File: config.mk
export PLATFORM = sky130hd
export DESIGN_NAME = port_event_fifo
export DESIGN_NICKNAME = d
export VERILOG_FILES = /design/src/rtl/port_event_fifo.sv
export SDC_FILE = /design/constraint.sdc
export NUM_CORES = 1
export LEC_CHECK = 0
export BUFFER_PORTS_ARGS = -buffer_cell sky130_fd_sc_hd__buf_2
export CORE_MARGIN = 4
export CORE_UTILIZATION = 55
export DETAILED_ROUTE_END_ITERATION = 12
export MAX_ROUTING_LAYER = met4
export PLACE_DENSITY = 0.81
export SYNTH_ARGS = -nofsm -noshare
export SYNTH_HDL_FRONTEND = slang
export SYNTH_SLANG_ARGS = --single-unit
File: constraint.sdc
create_clock -name clk -period 5.1 [get_ports clk]
set_input_delay 1.02 -clock clk [delete_from_list [all_inputs] [get_ports clk]]
set_output_delay 1.02 -clock clk [all_outputs]
set_load 0.01 [all_outputs]
File: src/rtl/port_event_fifo.sv
// Byte FIFO between an external producer and the MCU port bus: pushes come from ext_valid,
// firmware reads head/status and pops via control writes. Define PEF_SYNC_EN to synchronize ext inputs.
module port_event_fifo #(
    parameter int         DEPTH     = 8,
    parameter logic [7:0] DATA_ID   = 8'h21,
    parameter logic [7:0] STATUS_ID = 8'h22,
    parameter logic [7:0] CTRL_ID   = 8'h41
) (
    input  logic       clk,
    input  logic       reset,
    input  logic [7:0] ext_data,
    input  logic       ext_valid,
    input  logic [7:0] port_id,
    input  logic [7:0] out_port,
    input  logic       io_strb,
    output logic [7:0] in_port,
    output logic       interrupt
);

    localparam int AW = $clog2(DEPTH);
    localparam int CW = AW + 1;

    logic [7:0]    mem_q [DEPTH];
    logic [7:0]    mem_d [DEPTH];
    logic [AW-1:0] rd_ptr_q, rd_ptr_d;
    logic [AW-1:0] wr_ptr_q, wr_ptr_d;
    logic [CW-1:0] count_q, count_d;
    logic          ovf_q, ovf_d;
    logic          ie_q, ie_d;
    logic          interrupt_q, interrupt_d;

    logic          push_req;
    logic [7:0]    push_data;

`ifdef PEF_SYNC_EN
    logic [7:0] sync1_data_q, sync1_data_d;
    logic [7:0] sync2_data_q, sync2_data_d;
    logic       sync1_valid_q, sync1_valid_d;
    logic       sync2_valid_q, sync2_valid_d;
    logic       valid_prev_q, valid_prev_d;

    // Two-flop synchronizer, then a rising-edge detect so a long pulse pushes only once.
    always_comb begin
        sync1_data_d  = ext_data;
        sync2_data_d  = sync1_data_q;
        sync1_valid_d = ext_valid;
        sync2_valid_d = sync1_valid_q;
        valid_prev_d  = sync2_valid_q;
        push_req      = sync2_valid_q & ~valid_prev_q;
        push_data     = sync2_data_q;
    end

    always_ff @(posedge clk or posedge reset) begin
        if (reset) begin
            sync1_data_q  <= '0;
            sync2_data_q  <= '0;
            sync1_valid_q <= 1'b0;
            sync2_valid_q <= 1'b0;
            valid_prev_q  <= 1'b0;
        end else begin
            sync1_data_q  <= sync1_data_d;
            sync2_data_q  <= sync2_data_d;
            sync1_valid_q <= sync1_valid_d;
            sync2_valid_q <= sync2_valid_d;
            valid_prev_q  <= valid_prev_d;
        end
    end
`else
    always_comb begin
        push_req  = ext_valid;
        push_data = ext_data;
    end
`endif

    logic ctrl_wr;
    logic pop_req;
    logic clr_req;
    logic flush_req;
    logic empty;
    logic full;
    logic do_pop;
    logic do_push;
    logic overflow;

    // A pop frees the slot a simultaneous push needs, so a full FIFO still accepts it; flush beats both.
    always_comb begin
        ctrl_wr   = io_strb && (port_id == CTRL_ID);
        pop_req   = ctrl_wr & out_port[0];
        clr_req   = ctrl_wr & out_port[1];
        flush_req = ctrl_wr & out_port[2];
        empty     = (count_q == '0);
        full      = (count_q == CW'(DEPTH));
        do_pop    = pop_req & ~empty & ~flush_req;
        do_push   = push_req & ~flush_req & (~full | do_pop);
        overflow  = push_req & ~flush_req & full & ~do_pop;
    end

    always_comb begin
        mem_d    = mem_q;
        rd_ptr_d = rd_ptr_q;
        wr_ptr_d = wr_ptr_q;
        count_d  = count_q;
        if (flush_req) begin
            rd_ptr_d = '0;
            wr_ptr_d = '0;
            count_d  = '0;
        end else begin
            if (do_push) begin
                mem_d[wr_ptr_q] = push_data;
                wr_ptr_d        = wr_ptr_q + 1'b1;
            end
            if (do_pop) begin
                rd_ptr_d = rd_ptr_q + 1'b1;
            end
            count_d = count_q + CW'(do_push) - CW'(do_pop);
        end
        ovf_d       = (ovf_q & ~clr_req) | overflow;
        ie_d        = ctrl_wr ? out_port[7] : ie_q;
        interrupt_d = ie_d & (count_d != '0);
    end

    always_ff @(posedge clk or posedge reset) begin
        if (reset) begin
            for (int i = 0; i < DEPTH; i++) begin
                mem_q[i] <= '0;
            end
            rd_ptr_q    <= '0;
            wr_ptr_q    <= '0;
            count_q     <= '0;
            ovf_q       <= 1'b0;
            ie_q        <= 1'b0;
            interrupt_q <= 1'b0;
        end else begin
            mem_q       <= mem_d;
            rd_ptr_q    <= rd_ptr_d;
            wr_ptr_q    <= wr_ptr_d;
            count_q     <= count_d;
            ovf_q       <= ovf_d;
            ie_q        <= ie_d;
            interrupt_q <= interrupt_d;
        end
    end

    logic [7:0] count_ext;
    logic [7:0] status_byte;

    // Count field is the low nibble, so a 16-deep full FIFO reads 0 with the full bit set.
    always_comb begin
        count_ext   = {{(8 - CW){1'b0}}, count_q};
        status_byte = {full, empty, ovf_q, ie_q, count_ext[3:0]};
        if (port_id == DATA_ID) begin
            in_port = empty ? 8'h00 : mem_q[rd_ptr_q];
        end else if (port_id == STATUS_ID) begin
            in_port = status_byte;
        end else begin
            in_port = 8'h00;
        end
    end

    assign interrupt = interrupt_q;

endmodule

==> Word level (Yosys, flattened, before mapping) <==
Cells that the tools add are included.
{ "totals": {"ff_bits": 77, "input_bits": 28} }
{ "op_classes": {"add_sub_neg": 4, "order_cmp": 3, "eq_ne": 4, "mux": 15, "bitwise_logic": 20, "reduce_logical": 7} }
{ "ops": {"columns": ["cell", "n"], "rows": [
  ["bitwise mux 64 bit", 1],
  ["2-to-1 mux 8 bit", 6],
  ["binary-select mux 8 bit (select 3 bit)", 1],
  ["demux 8 bit (select 3 bit)", 1],
  ["== test 8 x 6 -> 1 bit (second input constant)", 2],
  ["2-to-1 mux 3 bit", 4],
  ["bitwise AND 1 bit", 11],
  ["== test 8 x 7 -> 1 bit (second input constant)", 1],
  ["greater-or-equal comparator 4 bit (second input constant)", 2],
  ["inverter 3 -> 4 bit", 2],
  ["adder 3 x 1 -> 3 bit (second input constant)", 2],
  ["inverter 1 bit", 5],
  ["adder 4 x 1 -> 4 bit", 1],
  ["== test 4 bit (second input constant)", 1],
  ["zero test 4 bit", 1],
  ["less-than comparator 4 x 1 -> 1 bit (second input constant)", 1],
  ["2-to-1 mux 4 bit", 1],
  ["nonzero test 2 bit", 2],
  ["nonzero test 4 bit", 1],
  ["subtractor 4 x 1 -> 4 bit", 1],
  ["logical AND 1 bit", 2],
  ["OR 1 bit", 2],
  ["AND reduction 2 bit", 1],
  ["2-to-1 mux 1 bit", 1]
]} }

==> Logic depth before layout (Yosys ltp) <==
Gate-level depths: netlist (run 1).
{ "depth": {"ltp_word": 12, "depth_mapped": 14} }

==> Worst setup path before layout (run 1) <==
No wires, ideal clock.
{ "synth_path": {"path_kind": "input to register", "from": "input port port_id[3]", "to": "register interrupt_q, in the netlist interrupt", "setup_time_ns": 0.132, "arrival_time_ns": 3.130, "required_time_ns": 4.968, "path_slack_ns": 1.838, "cell_stages": 10, "path_cell_list": "nor4b_4 and4_4 o21ai_0 nand2b_1 ha_1 inv_1 ha_1 fa_1 xnor2_1 a31oi_1"} }
{ "synth_via": {"elab_chain_len": 12, "word_cells_on_any_way": 16} }
{ "synth_lines": {"columns": ["element", "line_no", "source"], "rows": [
  ["from (decl)", "13", "input logic [7:0] port_id,"],
  ["== test 8 x 7 -> 1 bit *", "87", "ctrl_wr = io_strb && (port_id == CTRL_ID);"],
  ["logical AND 1 bit *", "87", null],
  ["bitwise AND 1 bit (on tied branches)", "88, 90", null],
  ["bitwise AND 1 bit or inverter 1 bit (tied branches)", null, null],
  ["bitwise AND 1 bit", "93", "do_pop = pop_req & ~empty & ~flush_req;"],
  ["OR 1 bit", "94", "do_push = push_req & ~flush_req & (~full | do_pop);"],
  ["bitwise AND 1 bit", "94", null],
  ["adder 4 x 1 -> 4 bit", "115", "count_d = count_q + CW'(do_push) - CW'(do_pop);"],
  ["subtractor 4 x 1 -> 4 bit", "115", null],
  ["2-to-1 mux 4 bit", "103", "if (flush_req) begin"],
  ["nonzero test 4 bit", "119", "interrupt_d = ie_d & (count_d != '0);"],
  ["bitwise AND 1 bit *", "119", null],
  ["via interrupt_d", "30", "logic interrupt_q, interrupt_d;"],
  ["to (signal assigned)", "140", "interrupt_q <= interrupt_d;"],
  ["to (decl)", "30", null]
]} }
Mark *: on every way through the listed nets, which the timed path passes. The rest lies on a longest branch.
A chain may end at the register's enable or synchronous reset.

==> Worst setup path after layout (run 1) <==
{ "layout_path": {"from": "register rd_ptr_q[0]", "to": "output port in_port[2]"} }
{ "layout_via": {"elab_chain_len": 6} }
{ "layout_lines": {"columns": ["element", "line_no", "source"], "rows": [
  ["from (decl)", "25", "logic [AW-1:0] rd_ptr_q, rd_ptr_d;"],
  ["from (signal assigned)", "135", "rd_ptr_q <= rd_ptr_d;"],
  ["inverter 3 -> 4 bit (implied by the code)", "152", "in_port = empty ? 8'h00 : mem_q[rd_ptr_q];"],
  ["binary-select mux 8 bit (select 3 bit)", "152", null],
  ["2-to-1 mux 8 bit (implied by the code) (2 in series)", "152", null],
  ["2-to-1 mux 8 bit", "152", null],
  ["2-to-1 mux 8 bit", "151", "if (port_id == DATA_ID) begin"],
  ["to (decl)", "16", "output logic [7:0] in_port,"]
]} }
Every way passes these cells. The select of a mux whose other input is x is not followed.

==> flow_summary_export.csv, run 1 <==
group,metric,value,unit
critical_path,critPathArrivalTime,2650,ps
clock_tree,postCtsHoldBufs,0,
route,routedWlPerCell,19.37,µm
route,wl,8.039,mm
route,drc,0,
timing,min_period,3668,ps
clock_tree,cts_buffers,9,
timing,hold_viol_final,0,
place,postPlaceCellArea,0.004121,mm²
clock_tree,cts.repair.resized,0,
final_layout,utilization,63.74,%
power,power_leakage,0.001912,µW
critical_path,cp-end-kind,"output port",
timing,rsz0062_at_grt,"false",
timing,period_share,71.93,%
logic_synthesis,synth_edf_count,0,
timing,setup_viol,0,
flow_run,drv_cap,0,
clock_tree,cts.sinks,77,
logic_synthesis,netlist_instances,281,
place,dp.cells,398,
grt,first_global_vias,2551,
logic_synthesis,synthArstFlopShare,100.0,%
min_path,hold_class,"reg -> reg",
timing,worst_slew_pin_slew,975.8,ps
floorplanning,die_area,0.008477,mm²
floorplanning,die_x,92.07,µm
route,via_count,2409,
critical_path,critPathMaxFanout,16,
timing,fin_setup_tns,0,ps
logic_synthesis,ys_seq_elements,77,
critical_path,crit_required,4080,ps
logic_synthesis,syn_avg_cell_area,13.83,µm²
grt,grtUsageTotal,21.30,%
floorplanning,start_util,56.90,%
final_layout,final_area,0.004354,mm²
place,io_buffer_count,32,
critical_path,r2r_slack,1890,ps
place,dpl.hpwl,5.406,mm
clock_tree,clkLatencyLatePin,360,ps
final_layout,layout-drive-gt1-share,43.71,%
min_path,hold_depth,2,
critical_path,crit_type,"reg -> out",
critical_path,cp-start-kind,"flop",
logic_synthesis,yosys_warnings,0,
floorplanning,fp.coreArea,0.006832,mm²
floorplanning,fp.dieH,92.07,µm
grt,grt-ovfl-total,0,
place,gp_congestion,0.8699,
grt,grt_max_degree,48,
clock_tree,cts_root_buf,"clkbuf_8",
clock_tree,htree_levels,3,
final_layout,nFillCells,534,
grt,antenna_found_initial,1,
clock_tree,post_cts_buffers,0,
route,drtIter0Drc,159,
power,peakVddDrop,0.3527,mV
logic_synthesis,synthesis.nets,318,
logic_synthesis,syn_area,0.003887,mm²
power,power,2539,µW
final_layout,layoutNonFillerInstCount,415,
logic_synthesis,ys.flop_type,"dfrtp_1",
timing,timing.final.max_slew_violations,0,
clock_tree,cts_tree,"yes",
critical_path,r2r_cells,12,
outcome,outcome,"finished clean",
clock_tree,clk_pin_slew_worst_paths,80,ps
final_layout,finalNetCount,350,
route,first_pass_iters,4,
logic_synthesis,seq_area_frac_synth,49.57,%
final_layout,areaGrowthSynthToFinish,12.01,%
power,p_per_area,583.0,mW/mm²
clock_tree,ctsLongestPathBuffers,2,
floorplanning,ioPinCount,37,
route,drt-vias-per-instance,5.805,
logic_synthesis,ys_types,43,
timing,slew_headroom,34.85,%
timing,skew,8.938,ps
timing,fmaxAchievable,272.6,MHz
grt,grt_pass1_wl,13.15,mm
floorplanning,rows,30,
route,drtAntennaViolNets,0,
[worst paths after layout]
kind                             start     endpoint
min reg2reg                      ovf_q        ovf_q
max                        rd_ptr_q[0]   in_port[2]
max reg2reg                 count_q[2]    interrupt
min in group asynchronous        reset    mem_q[22]
min                              ovf_q        ovf_q
max in group asynchronous        reset  rd_ptr_q[2]
[synth_stat cells, types with 3 or more instances]
cell type / count / area (µm²)
inv_1: 9 / 33.78
o22ai_1: 5 / 31.28
nor3_1: 3 / 15.01
dfrtp_1: 77 / 1927
buf_2: 4 / 20.02
mux2i_1: 9 / 90.09
o21ai_0: 7 / 35.03
nand2_1: 14 / 52.55
mux4_2: 16 / 360.4
nor2_1: 9 / 33.78
nand3_1: 5 / 25.02
mux2_4: 8 / 120.1
ha_1: 8 / 100.1
mux2_2: 56 / 630.6
clkbuf_1: 8 / 30.03
a21oi_1: 7 / 35.03
[sequential cells by signal (all words and copies together) (netlist names)]
name and count:
mem_q 64, count_q 4, rd_ptr_q 3, wr_ptr_q 3, ie_q 1, interrupt 1
ovf_q 1
[metrics by stage]
stage               hold WS (ps)  worst slack, ps
floorplan                  446.5             1838
global placement           462.0             1530
detailed placement         466.5             1452
CTS                        485.5             1393
global route               500.4             1242
finish                     485.1             1432
[routing by layer]
layer	track usage [%]	share of wire (%)	vias to the layer above
li1	-	-	1101
met1	27.20	45	1234
met2	33.58	49	61
met3	5.168	4.6	13
met4	7.302	1.8	0
met5	-	0	-
[worst max-delay path: stages, from the launching register on]
cell and delay, ps:
dfrtp_1 930, buf_4 310, mux4_2 510, mux2i_1 280, o22ai_1 110, buf_2 150
[where the power goes]
part / total [µW] / internal [µW] / switching [µW]
registers: 1110 / 908 / 204
logic: 898 / 538 / 360
clock network: 528 / 292 / 236
[area by class of cell]
class                      instances  area (µm²)  share of cell area [%]
sequential                        77        1927                   44.25
multi-input combinational        182        1866                   42.84
timing repair buffer              34       175.2                   4.023
clock buffer                      10       137.6                   3.161
tap                               96       120.1                   2.759
clock inverter                     6       92.59                   2.126
inverter                           9       33.78                  0.7759
antenna                            1       2.502                 0.05747
[cells in the final DEF, fill, tap and decap left out, types with 7 or more instances in the layout]
master	synthesis	final
mux2_2	56	56
mux2i_1	9	9
dfrtp_1	77	77
inv_1	9	8
a21oi_1	7	7
ha_1	8	8
nor2_1	9	9
clkbuf_8	0	10
mux4_2	16	16
nand2_1	14	14
o21ai_0	7	7
mux2_4	8	8
buf_2	4	32
[kinds of logic after synthesis]
kind of cell | count (synthesis) | share of synthesized area [%]
mux | 89 | 30.90
fa+ha+maj | 9 | 3.090
buf+inv | 22 | 2.446
compound gates | 25 | 3.959
xor+xnor | 4 | 0.9014
simple gates | 55 | 9.140
flops | 77 | 49.57
Note: power is estimated with default switching activity, not from simulation.
==> inputs of run 2 (changes only) <==
==> constraint.sdc (replaced) <==
create_clock -name clk -period 3.55 [get_ports clk]
set_input_delay 0.71 -clock clk [delete_from_list [all_inputs] [get_ports clk]]
set_output_delay 0.71 -clock clk [all_outputs]
set_load 0.01 [all_outputs]
==> run 2 against run 1 <==
  * Clock-buffer cell count fell by 1
  * Clock power up 36%
  * First-iteration DRC count fell by 15%
  * Combinational power increased by 46%
  * Register-to-register slack lost 1600 ps
  * Global-route usage fell by 0.28 points
  * Setup slack worse by 1200 ps
  * Largest power group unchanged
==> flow_summary_export.csv, run 2 (synthesis gave the netlist of run 1 again) <==
group,metric,value,unit
timing,rsz0062_at_grt,"false",
clock_tree,ctsLongestPathBuffers,2,
critical_path,reg2reg_to,"interrupt",
route,drt-vias-per-instance,5.783,
route,first_pass_iters,4,
grt,first_global_vias,2518,
final_layout,largest_register_ffs,64,
critical_path,crit_family,"simple AND/OR/NAND/NOR gates",
clock_tree,post_cts_buffers,0,
clock_tree,htree_levels,3,
route,wl,8.060,mm
timing,fin_setup_tns,0,ps
timing,skew,15.97,ps
grt,grt_max_degree,42,
place,io_buffer_count,32,
route,drtIter0Drc,135,
critical_path,r2r_cells,12,
place,dp.cells,403,
clock_tree,cts_root_buf,"clkbuf_8",
grt,grt-ovfl-total,0,
critical_path,path_buf_inv,2,
floorplanning,start_util,56.90,%
timing,fin_ws,274.1,ps
floorplanning,die_x,92.07,µm
floorplanning,die_area,0.008477,mm²
power,peakVddDrop,0.4250,mV
place,dpl.hpwl,5.447,mm
critical_path,cp_common_cell,"ha_1",
route,drc,0,
timing,hold_viol_final,0,
timing,timing.final.max_slew_violations,0,
critical_path,cpPeakStageDelay,540,ps
place,dpl_worst_slack,296.4,ps
clock_tree,postCtsHoldBufs,0,
critical_path,slowest_stage,"or3b_2",
flow_run,drv_cap,0,
critical_path,r2r_slack,270,ps
clock_tree,clkLatencyLatePin,350,ps
final_layout,layoutNonFillerInstCount,419,
clock_tree,cts_buffers,9,
final_layout,multi_input_area,0.001866,mm²
clock_tree,cts.repair.resized,0,
route,via_count,2423,
power,p_per_area,825.9,mW/mm²
critical_path,cp-end-kind,"flop",
critical_path,crit_cells,12,
critical_path,cp-endpoint,"interrupt",
outcome,outcome,"finished clean",
final_layout,final_cell_mix,"77 x dfrtp_1, 56 x mux2_2, 32 x buf_2",
floorplanning,rows,30,
final_layout,reg_top3,"mem_q (64), count_q (4)",
final_layout,nFillCells,532,
clock_tree,cts_tree,"yes",
grt,grt_pass1_wl,13.17,mm
floorplanning,fp.coreArea,0.006832,mm²
final_layout,final_area,0.004387,mm²
final_layout,seqCellArea,0.001927,mm²
min_path,holdCritStartpoint,"ovf_q",
critical_path,r2r_start,"count_q[2]",
place,postPlaceCellArea,0.004172,mm²
grt,grtUsageTotal,21.02,%
critical_path,crit_type,"reg -> reg",
final_layout,layout-drive-gt1-share,44.41,%
grt,antenna_found_initial,1,
clock_tree,clk_pin_slew_worst_paths,90,ps
timing,setup_viol,0,
place,gp_congestion,0.8680,
critical_path,cp-startpoint,"count_q[2]",
critical_path,critical_path.cell_chain,"inv_1 > ha_1 > or3b_2 > and4_4 > o21ai_0 > nand2b_1 > ha_1 > inv_1 > ha_1 > fa_1 > nor2_1 > a31oi_1",
final_layout,layout_commonest_cell,"dfrtp_1",
timing,min_period,3276,ps
timing,fmaxAchievable,305.3,MHz
final_layout,finalNetCount,355,
route,routedWlPerCell,19.24,µm
final_layout,areaGrowthSynthToFinish,12.84,%
final_layout,top_register,"mem_q",
critical_path,critPathArrivalTime,3490,ps
critical_path,crit_required,3770,ps
timing,period_share,92.28,%
timing,worst_slew_pin_slew,821.8,ps
min_path,hold_class,"reg -> reg",
floorplanning,ioPinCount,37,
clock_tree,cts.sinks,77,
critical_path,critPathMaxFanout,7,
power,power_leakage,0.001934,µW
floorplanning,fp.dieH,92.07,µm
critical_path,cp-start-kind,"flop",
timing,slew_headroom,45.13,%
route,drtAntennaViolNets,0,
## run 2: how the worst min path moves through the flow
stage	cells past startpoint	slack [ps]	endpoint
after floorplan	2	450	ovf_q
after global placement	2	460	ovf_q
after detailed placement	2	480	ovf_q
after CTS	2	500	ovf_q
after global routing	1	530	mem_q[56]
final	2	500	ovf_q
## run 2: through the flow
step,hold slack [ps],total power (µW),utilization (%)
3_5_place_dp,483.4,2915,61.06
4_1_cts,503.2,3647,64.18
3_3_place_gp,462.5,2817,61.06
6_report,497.7,3623,64.21
5_1_grt,525.3,3853,64.21
2_1_floorplan,446.5,2579,-
## run 2: where the power goes
| group | total (µW) | switching, µW | internal (µW) |
|---|---|---|---|
| sequential | 1590 | 285 | 1310 |
| combinational | 1310 | 530 | 784 |
| clock | 717 | 326 | 392 |
## run 2: layout make-up
| cell class | count | area share, % |
|---|---|---|
| clock inverter | 6 | 2.025 |
| inverter | 9 | 0.7701 |
| timing repair buffer | 39 | 5.134 |
| sequential | 77 | 43.92 |
| clock buffer | 9 | 2.824 |
| multi-input combinational | 182 | 42.53 |
| antenna | 1 | 0.05705 |
| tap | 96 | 2.738 |
## run 2: routing by layer
metal	track usage [%]	routed length [µm]	part of all wire, %
met5	-	0	0
met4	6.064	102	1.3
met3	3.527	415	5.1
met2	33.94	3986	49
met1	27.69	3556	44
## run 2: worst reg2reg max path, stage by stage, from the launching register on
cell and delay (ps):
dfrtp_1 370, inv_1 120, ha_1 170, or3b_2 540, and4_4 240, o21ai_0 380
nand2b_1 180, ha_1 230, inv_1 60, ha_1 180, fa_1 440, nor2_1 150
a31oi_1 100
